## config.mk

```make
export PLATFORM = sky130hd
export DESIGN_NAME = thor_dual_rail_or
export DESIGN_NICKNAME = d
export VERILOG_FILES = /design/src/rtl/thor_pkg.sv /design/src/rtl/thor_bit.sv /design/src/rtl/thor_dual_rail_or.sv
export SDC_FILE = /design/constraint.sdc
export NUM_CORES = 1
export LEC_CHECK = 0
export ABC_CLOCK_PERIOD_IN_PS = 2210
export CAP_MARGIN = 20
export CORE_AREA = 10 10 47 49
export CTS_CLUSTER_SIZE = 8
export DETAILED_ROUTE_END_ITERATION = 10
export DIE_AREA = 0 0 57 59
export SKIP_CTS_REPAIR_TIMING = 1
export SLEW_MARGIN = 20
export SYNTH_ARGS = -nofsm -noshare
export SYNTH_HDL_FRONTEND = slang
export SYNTH_SLANG_ARGS = --single-unit
```

## constraint.sdc

```tcl
create_clock -name clk -period 2.21 [get_ports clk]
set_clock_uncertainty 0.2 [all_clocks]
set_input_delay 0.221 -clock clk [delete_from_list [all_inputs] [get_ports clk]]
set_output_delay 0.221 -clock clk [all_outputs]
set_load 0.005 [all_outputs]
```

## src/rtl/thor_pkg.sv

```systemverilog
// Shared dual-rail encodings and lane state for the thor NCL OR stage.
package thor_pkg;

  localparam logic [1:0] DR_NULL    = 2'b00;
  localparam logic [1:0] DR_ZERO    = 2'b01;
  localparam logic [1:0] DR_ONE     = 2'b10;
  localparam logic [1:0] DR_ILLEGAL = 2'b11;

  typedef enum logic [1:0] {
    LANE_NULL  = 2'b00,
    LANE_DATA0 = 2'b01,
    LANE_DATA1 = 2'b10
  } lane_e;

  function automatic logic dr_is_data(input logic [1:0] x);
    return (x == DR_ZERO) || (x == DR_ONE);
  endfunction

endpackage

```

## src/rtl/thor_bit.sv

```systemverilog
// One dual-rail OR lane: hysteresis register plus error pulse.
// Error detection is present only with THOR_ERR_CHECK_EN defined.
module thor_bit
  import thor_pkg::*;
(
  input  logic       clk,
  input  logic       rst_n,
  input  logic [1:0] a_i,
  input  logic [1:0] b_i,
  output logic       r0_o,
  output logic       r1_o,
  output logic       data_d_o,
  output logic       null_d_o,
  output logic       err_o
);

  lane_e state_q, state_d;
  logic  a_dat, b_dat;
  logic  a_nul, b_nul;
  logic  capture;

  assign a_dat   = dr_is_data(a_i);
  assign b_dat   = dr_is_data(b_i);
  assign a_nul   = (a_i == DR_NULL);
  assign b_nul   = (b_i == DR_NULL);
  assign capture = (state_q == LANE_NULL) && a_dat && b_dat;

  always_comb begin
    state_d = state_q;
    unique case (state_q)
      LANE_NULL: begin
        if (a_dat && b_dat) begin
          state_d = (a_i == DR_ONE || b_i == DR_ONE)
                  ? LANE_DATA1 : LANE_DATA0;
        end
      end
      LANE_DATA0, LANE_DATA1: begin
        if (a_nul && b_nul) state_d = LANE_NULL;
      end
      default: state_d = LANE_NULL;
    endcase
  end

  always_ff @(posedge clk) begin
    if (!rst_n) state_q <= LANE_NULL;
    else        state_q <= state_d;
  end

  assign r0_o     = (state_q == LANE_DATA0);
  assign r1_o     = (state_q == LANE_DATA1);
  assign data_d_o = (state_d != LANE_NULL);
  assign null_d_o = (state_d == LANE_NULL);

`ifdef THOR_ERR_CHECK_EN
  // Operand values latched at capture; a later differing DATA means no NULL came between.
  logic [1:0] op_q, op_d;
  logic       illegal;
  logic       changed;

  assign illegal = (a_i == DR_ILLEGAL) || (b_i == DR_ILLEGAL);
  assign changed = (state_q != LANE_NULL) &&
                   ((a_dat && (a_i[1] != op_q[1])) ||
                    (b_dat && (b_i[1] != op_q[0])));

  always_comb begin
    op_d = op_q;
    if (capture) op_d = {a_i[1], b_i[1]};
  end

  always_ff @(posedge clk) begin
    if (!rst_n) op_q <= 2'b00;
    else        op_q <= op_d;
  end

  assign err_o = illegal || changed;
`else
  logic unused_cap;
  assign unused_cap = capture;
  assign err_o      = 1'b0;
`endif

endmodule

```

## src/rtl/thor_dual_rail_or.sv

```systemverilog
// Clocked dual-rail OR stage: WIDTH lanes, done completion, sticky err.
// Optional error detection selected by THOR_ERR_CHECK_EN.
module thor_dual_rail_or
  import thor_pkg::*;
#(
  parameter int WIDTH = 1
) (
  input  logic             clk,
  input  logic             rst_n,
  input  logic [WIDTH-1:0] a0,
  input  logic [WIDTH-1:0] a1,
  input  logic [WIDTH-1:0] b0,
  input  logic [WIDTH-1:0] b1,
  output logic [WIDTH-1:0] result0,
  output logic [WIDTH-1:0] result1,
  output logic             done,
  output logic             err
);

  logic [WIDTH-1:0] data_d;
  logic [WIDTH-1:0] null_d;
  logic [WIDTH-1:0] err_p;
  logic             done_q, done_d;
  logic             err_q, err_d;

  for (genvar i = 0; i < WIDTH; i++) begin : g_lane
    thor_bit u_bit (
      .clk      (clk),
      .rst_n    (rst_n),
      .a_i      ({a1[i], a0[i]}),
      .b_i      ({b1[i], b0[i]}),
      .r0_o     (result0[i]),
      .r1_o     (result1[i]),
      .data_d_o (data_d[i]),
      .null_d_o (null_d[i]),
      .err_o    (err_p[i])
    );
  end

  // done tracks next lane state so it moves on the same edge as the results.
  always_comb begin
    done_d = done_q;
    if (&data_d)      done_d = 1'b1;
    else if (&null_d) done_d = 1'b0;
    err_d = err_q | (|err_p);
  end

  always_ff @(posedge clk) begin
    if (!rst_n) begin
      done_q <= 1'b0;
      err_q  <= 1'b0;
    end else begin
      done_q <= done_d;
      err_q  <= err_d;
    end
  end

  assign done = done_q;
  assign err  = err_q;

endmodule

```

Yosys cells after proc, flatten, opt, wreduce, memory -nomap -nowiden
Index checks and enable logic that the tools add are counted.
- output and inout port bits: 4
- bits of input ports: 6
- register bits after elaboration: 3
- muxes and demuxes: 6
- equality and inequality tests: 6
- reduce and logical (&&, ||, !) cells: 12
- operators with widths (operator ; count):
    $logic_not A2 Y1 ; 4
    $eq A2 B1 Y1 const B ; 3
    $eq A2 B2 Y1 const B ; 3
    $mux W2 ; 3
    $pmux W2 S2 ; 1
    $reduce_bool A2 Y1 ; 2
    $logic_or A1 B1 Y1 ; 3
    $logic_and A1 B1 Y1 ; 2
    $mux W1 ; 2
    $reduce_or A2 Y1 ; 1

Depth between registers and ports, before layout
Gate-level depths: netlist (run 1).
- depth after elaboration: 8
- gate-level depth with buffers: 5
- mapped depth without buffers: 5

Hierarchy
A second synthesis (run 1) with hierarchy kept.
- cells, all modules: 35
- area total of the unflattened synthesis: 342.8 µm²
- by module, submodules not included (module ; times used ; seq. area each (µm²) ; cells each ; area an instance (µm²)):
    thor_bit ; 1 ; 40.0 ; 30 ; 274.0
    thor_dual_rail_or ; 1 ; 40.0 ; 5 ; 68.8

Least setup slack after synthesis (run 1)
OpenSTA, ideal clock, no wires.
- path type: register to register
- start point: register g_lane[0].u_bit.state_q[1]
- end point: register done_q, in the netlist done
- stages on the path, launching flop included: 6
- slack: 0.734 ns
- period minus slack after synthesis: 1.476 ns
- required time: 1.931 ns
- arrival time: 1.197 ns
- path through: dfxtp_1 > inv_1 > ha_1 > a21boi_0 > a2bb2oi_2 > o221ai_2
- longest elaborated chain between the ends: 5
- elaborated cells on any way between the ends: 11
- classes of those cells: 2 x eq/ne; 4 x mux; 5 x reduce/logical
- RTL lines (what ; line ; text):
    from (decl) ; thor_bit.sv:17 ; lane_e state_q, state_d;
    from (signal assigned) ; thor_bit.sv:46 ; else state_q <= state_d;
    $eq A2 B1 Y1 or $eq A2 B2 Y1 (tied branches) ; thor_bit.sv:30 ; unique case (state_q)
    $reduce_or A2 Y1 ; thor_bit.sv:30 ;
    $pmux W2 S2 * ; thor_bit.sv:30 ;
    $reduce_bool A2 Y1 or $logic_not A2 Y1 (tied branches) ; thor_bit.sv:51, thor_bit.sv:52 ;
    $mux W1 or $reduce_bool A2 Y1 (tied branches) ; -- ;
    to (signal assigned) ; thor_dual_rail_or.sv:53 ; done_q <= done_d;
    to (decl) ; thor_dual_rail_or.sv:23 ; logic done_q, done_d;
Every way passes the cells marked *; elsewhere a longest branch is shown, timed or not.
A chain may end at the register's enable or synchronous reset.

Final worst setup path (run 1)
- start point: register g_lane[0].u_bit.state_q[0]
- end point: output port result1
- longest elaborated chain between the ends: 1
- RTL lines (what ; line ; text):
    $eq A2 B2 Y1 ; thor_bit.sv:50 ; assign r1_o = (state_q == LANE_DATA1);
    to (decl) ; thor_dual_rail_or.sv:15 ; output logic [WIDTH-1:0] result1,
No other way between the ends.

==> results of run 1 <==
==> sequential cells by signal (all words and copies together) (netlist names) <==
register and count:
done 1, g_lane.u_bit.state_q 2
==> logic make-up (layout without fill, tap and decap cells) <==
| group | Yosys count | in the layout | share of synthesized area (%) |
|---|---|---|---|
| AOI/OAI and AO/OA | 6 | 6 | 19.8 |
| adders and majority gates | 8 | 8 | 34.5 |
| buffers and inverters | 8 | 19 | 11.6 |
| DFF | 3 | 3 | 20.7 |
| other | 1 | 1 | 1.29 |
| and+or+nand+nor | 6 | 6 | 12.1 |
==> through the flow <==
stage | setup WS (ns) | cell area, sq um | hold slack (ns) | util (%) | power (uW)
final | 0.449 | 409 | 0.388 | 29.2 | 236
after detailed placement | 0.272 | 383 | 0.391 | 27.3 | 148
after global placement | 0.307 | 383 | 0.388 | 27.3 | 145
after CTS | 0.432 | 409 | 0.393 | 29.2 | 240
after global routing | 0.361 | 409 | 0.434 | 29.2 | 257
after floorplan | 0.734 | 290 | 0.305 | - | 116
==> power breakdown <==
part,internal [uW],leakage [uW],total [uW],switching [uW]
sequential,62.3,0.0000247,68.4,6.05
combinational,43.8,0.000163,76.9,33.1
clock,67.3,0.0000150,91.0,23.7
==> Yosys cell counts <==
cell       count
o21ai_0        1
dfxtp_1        3
nor2b_1        1
a21bo_2        1
inv_1          7
a21boi_0       1
a21oi_1        1
conb_1         1
nand2_1        2
nor2_1         1
o221ai_2       1
a2bb2oi_2      1
buf_4          1
and4bb_1       1
ha_1           8
nand3_1        1
==> metal layers <==
metal | global-route usage (%) | up-vias
met1 | 3.21 | 98
met2 | 5.12 | 5
met5 | 0 | -
met3 | 1.29 | 0
li1 | - | 123
met4 | 2.01 | 0
==> worst register-to-register path, stage by stage, from the launching register on <==
cell and delay (ns):
dfxtp_1 0.39, inv_1 0.10, ha_1 0.27, a21boi_0 0.31, a2bb2oi_2 0.13, o221ai_2 0.15
==> final timing paths <==
| check | startpoint | endpoint | slack [ns] | cells past startpoint |
|---|---|---|---|---|
| max | g_lane[0].u_bit.state_q[0] | result1 | 0.45 | 3 |
| min | g_lane[0].u_bit.state_q[0] | g_lane[0].u_bit.state_q[0] | 0.39 | 2 |
| max reg2reg | g_lane[0].u_bit.state_q[1] | done | 0.59 | 5 |
| min reg2reg | g_lane[0].u_bit.state_q[0] | g_lane[0].u_bit.state_q[0] | 0.39 | 2 |
==> cell type report <==
| class | instances | area (sq um) |
|---|---|---|
| Tap cell | 16 | 20.0 |
| Fill cell | 158 | 992 |
| Multi-Input combinational cell | 21 | 196 |
| Timing Repair Buffer | 8 | 80.1 |
| Clock buffer | 4 | 26.3 |
| Sequential cell | 3 | 60.1 |
| Inverter | 7 | 26.3 |
==> run summary, run 1 <==
max-slew violation count: 0
Cells after Synth: 32
Mean Syn Cell Area: 9.07 sq um
drt first pass iters: 3
wire per inst: 8.83 microns
Max FO, Critical Path: 5
largest net degree at the start of global routing: 6
Static Leak: 0.000202 uW
Reg clk slew, reported paths: 0.04 ns
die width: 57 microns
CTS Root Cell: clkbuf_4
IO Count: 10
period utilization: 79.7%
CP max stage delay: 0.44 ns
gpl congestion: 0.636
Total GRT Usage: 3.11%
grt ovf: 0
Mapped Area: 290 sq um
Non-Filler Instances: 59
synthesis-stage register bit count: 3
Antenna Nets Post-Route: 0
top layer in use: met3
Starting Density: 20.7%
final WL: 521 microns
CP endpoint kind: output pin
first-pass GRT wire length: 876 microns
Yosys warning total: 0
worst min-delay path category: reg -> reg
VDD IR max: 154 uV
Max Freq: 568 MHz
post-synthesis sequential area ratio: 20.7%
metal2 WL: 266 microns
WP buf/inv: 2
Crit Path Class: reg -> out
Sink Count: 3
setup TNS: 0 ns
Yosys top cell by area: ha_1
Via density: 3.83
Hold Vio Cnt, Final: 0
count of unique library cells instantiated by Yosys: 16
First DRT Iteration DRCs: 2
cell chain of the critical path: inv_1, ha_1, clkdlybuf4s50_1
TritonCTS clock tree: built
WL met1: 219 microns
Core ar.: 1400 sq um
crit path time final: 1.76 ns
Final setup violation count: 0
most frequent cells in the layout: 8 x ha_1, 8 x clkdlybuf4s50_1, 7 x inv_1
Longest Clk Path Bufs: 2
total number of vias: 226
dpl cells: 55
layout cells sized above 1: 14.0%
initial antenna violation count: 0
Slowest cell on crit path: clkdlybuf4s50_1
CTS Buf Count: 3
Worst Path Arrival: 1.34 ns
dpl hpwl: 482 microns
Worst path top cell family by delay: buffers and inverters
worst path required time: 1.79 ns
nets@finish: 58
status: completed
area growth from synthesis to layout: 40.9%
routed length on met3: 36 microns
Die Area: 3360 sq um
Rows: 14
H-tree levels: 1
Setup crit start kind: flop
Die H: 59 microns
Port Buffer Count: 8
total nets after synthesis: 46
number of global-route vias before repair: 229
Power Density: 578 nW/um^2
Max Cap Viol: 0
unrepaired setup endpoints after global routing: false
largest cells by area after synthesis: ha_1 34%, dfxtp_1 21%, inv_1 9.1%, a2bb2oi_2 5.2%, o221ai_2 5.2%
Synth top area share: 34.5%
DRC viols: 0
# diodes: 0
clk_lat worst skew: 0.22 ns
No activity file was read; power rests on OpenSTA's default activity.
==> inputs of run 2 (changes only) <==
- ABC_CLOCK_PERIOD_IN_PS: 2210 -> 1650
- clock period: 2.21 -> 1.65 ns (I/O delays scaled with it)
==> run 2 against run 1 <==
Against the previous run: utilization grew 4.8 points; die area is the same; final area grew 17%; wire length grew 27%; count of clock-buffer cells in the layout is the same; power grew 53%; register-to-register slack lost 0.46 ns; non-clock buffer count grew 2.
==> run summary, run 2 (synthesis results as in run 1) <==
number of cells on the critical path: 6 (+3)
reg2reg end: g_lane[0].u_bit.state_q[0]
CP endpoint kind: flop
cell chain of the critical path: clkdlybuf4s50_1, inv_2, ha_4, and4bb_2, a2bb2oi_4, o221ai_2
most frequent cells in the layout: 5 x ha_1, 4 x inv_2, 4 x clkdlybuf4s50_1, 4 x dlymetal6s2s_1
total number of vias: 243 (+7.5%)
Core ar.: 1400 sq um (unchanged)
R2R depth: 5 (unchanged)
VDD IR max: 315 uV (+100%)
first-pass GRT wire length: 1.06 mm (+21%)
Setup crit start kind: input port
cell-internal power: 250 uW (+44%)
Slowest cell on crit path: clkdlybuf4s50_1
Die Area: 3360 sq um (unchanged)
layout cells sized above 1: 37.8% (+24 points)
die width: 57 microns (unchanged)
Port Buffer Count: 8 (unchanged)
final WL: 662 microns (+27%)
grt ovf: 0 (unchanged)
CTS Buf Count: 3 (unchanged)
period utilization: 95.8%
drt first pass iters: 1 (-2)
Pwr Total: 361 uW (+53%)
crit path time final: 1.58 ns
nets@finish: 60 (+3.4%)
Sink Count: 3 (unchanged)
clk_lat worst skew: 0.25 ns (+0.03 ns)
dpl hpwl: 488 microns (+1.3%)
Longest Clk Path Bufs: 2 (unchanged)
Final setup violation count: 0 (unchanged)
R2R Setup Slk: 0.13 ns (-0.46 ns)
Antenna Nets Post-Route: 0 (unchanged)
Total GRT Usage: 4.15% (+1.0 points)
Reg clk slew, reported paths: 0.04 ns (about the same)
Crit Path Class: in -> reg
Max FO, Critical Path: 2 (-3)
CTS Root Cell: clkbuf_4
TritonCTS clock tree: built
Via density: 3.98 (+4.0%)
Fillers: 151 (-4.4%)
Worst path top cell family by delay: buffers and inverters
Rows: 14 (unchanged)
WP buf/inv: 2 (unchanged)
Die H: 59 microns (unchanged)
Static Leak: 0.000262 uW (+30%)
Gate power share: 38.1% (+5.6 points)
Max Cap Viol: 0 (unchanged)
initial antenna violation count: 0 (unchanged)
clock group share of total power: 37.7% (-0.8 points)
Net Sw Frac: 30.7% (+4.1 points)
First DRT Iteration DRCs: 0 (-2)
number of global-route vias before repair: 270 (+18%)
# diodes: 0 (unchanged)
Critical Path Start: b0
Worst Path Arrival: 1.49 ns (+0.15 ns)
status: completed
area of the multi-input gates: 239 sq um (+22%)
Starting Density: 20.7% (unchanged)
FF/Latch Area: 60.1 sq um (unchanged)
largest net degree at the start of global routing: 5 (-1)
Switch Pwr: 111 uW (+76%)
IO Count: 10 (unchanged)
CP Capture Point: done
Biggest register: g_lane.u_bit.state_q
dpl cells: 57 (+3.6%)
wire per inst: 10.9 microns (+23%)
commonest non-fill, non-tap cell in the layout: ha_1
Reg power frac: 24.2% (-4.7 points)
H-tree levels: 1 (unchanged)
Max Freq: 633 MHz
Power Density: 757 nW/um^2 (+31%)
Non-Filler Instances: 61 (+3.4%)
DRC viols: 0 (unchanged)
unrepaired setup endpoints after global routing: false
reg2reg start: g_lane[0].u_bit.state_q[0]
Hold Vio Cnt, Final: 0 (unchanged)
area growth from synthesis to layout: 64.2%
worst path required time: 1.56 ns (-0.23 ns)
max reg flops: 2 (unchanged)
gpl congestion: 0.658 (+3.5%)
worst min-delay path category: in -> reg
CP max stage delay: 0.47 ns (+0.03 ns)
max-slew violation count: 0 (unchanged)
## run 2: changes by cell type in the layout (fill, tap and decap cells not counted), moves of 2 or more
| cell | before | now |
|---|---|---|
| dlymetal6s2s_1 | 0 | 4 |
| inv_2 | 0 | 4 |
| buf_4 | 0 | 2 |
| ha_1 | 8 | 5 |
| inv_1 | 7 | 3 |
| clkdlybuf4s50_1 | 8 | 4 |
| ha_4 | 0 | 2 |
## run 2: through the flow
step | util [%] | instance area (sq um) | hold slack (ns) | TNS [ns] | setup WS, ns
after detailed placement | 28.4 | 398 | 0.423 | -0.573 | -0.218
after CTS | 30.3 | 424 | 0.428 | -0.144 | -0.0875
after floorplan | - | 290 | 0.249 | 0 | 0.174
after global routing | 34.0 | 477 | 0.446 | 0 | 0.0184
after global placement | 28.4 | 398 | 0.428 | -0.494 | -0.195
final | 34.0 | 477 | 0.406 | 0 | 0.0701
## run 2: power groups by stage
stage | Clock, uW | Combinational (uW) | Sequential (uW)
after floorplan | 0 | 63.0 | 91.9
after global placement | 0 | 115 | 88.4
after detailed placement | 0 | 118 | 88.8
after CTS | 141 | 118 | 87.7
after global routing | 144 | 153 | 89.0
final | 136 | 137 | 87.2
## run 2: metal layers
metal / vias to the layer above / track usage (%) / share of wire [%]
li1: 126 / - / -
met1: 108 / 3.20 / 35
met2: 7 / 7.44 / 55
met3: 2 / 1.29 / 5.7
met4: 0 / 5.03 / 4.1
met5: - / 0 / 0
## run 2: area by class of cell
class | instances | area share, %
tap | 16 | 4.20
clock buffer | 4 | 5.51
sequential | 3 | 12.6
inverter | 7 | 5.51
timing repair buffer | 10 | 22.0
multi-input combinational | 21 | 50.1
## run 2: worst register-to-register path, cell delays in order (launching register included)
cell	delay, ns
dfxtp_1	0.33
inv_1	0.07
ha_1	0.27
a21boi_1	0.30
nand3_1	0.17
o21ai_0	0.10
## run 2: worst min-delay path by stage
stage                               start                          to  cells after the start
4_1_cts        g_lane[0].u_bit.state_q[1]  g_lane[0].u_bit.state_q[1]                      3
6_report                               b1  g_lane[0].u_bit.state_q[0]                      6
5_1_grt                                b1  g_lane[0].u_bit.state_q[1]                      6
3_5_place_dp   g_lane[0].u_bit.state_q[1]  g_lane[0].u_bit.state_q[1]                      3
3_3_place_gp   g_lane[0].u_bit.state_q[1]  g_lane[0].u_bit.state_q[1]                      3
2_1_floorplan                        done                        done                      0
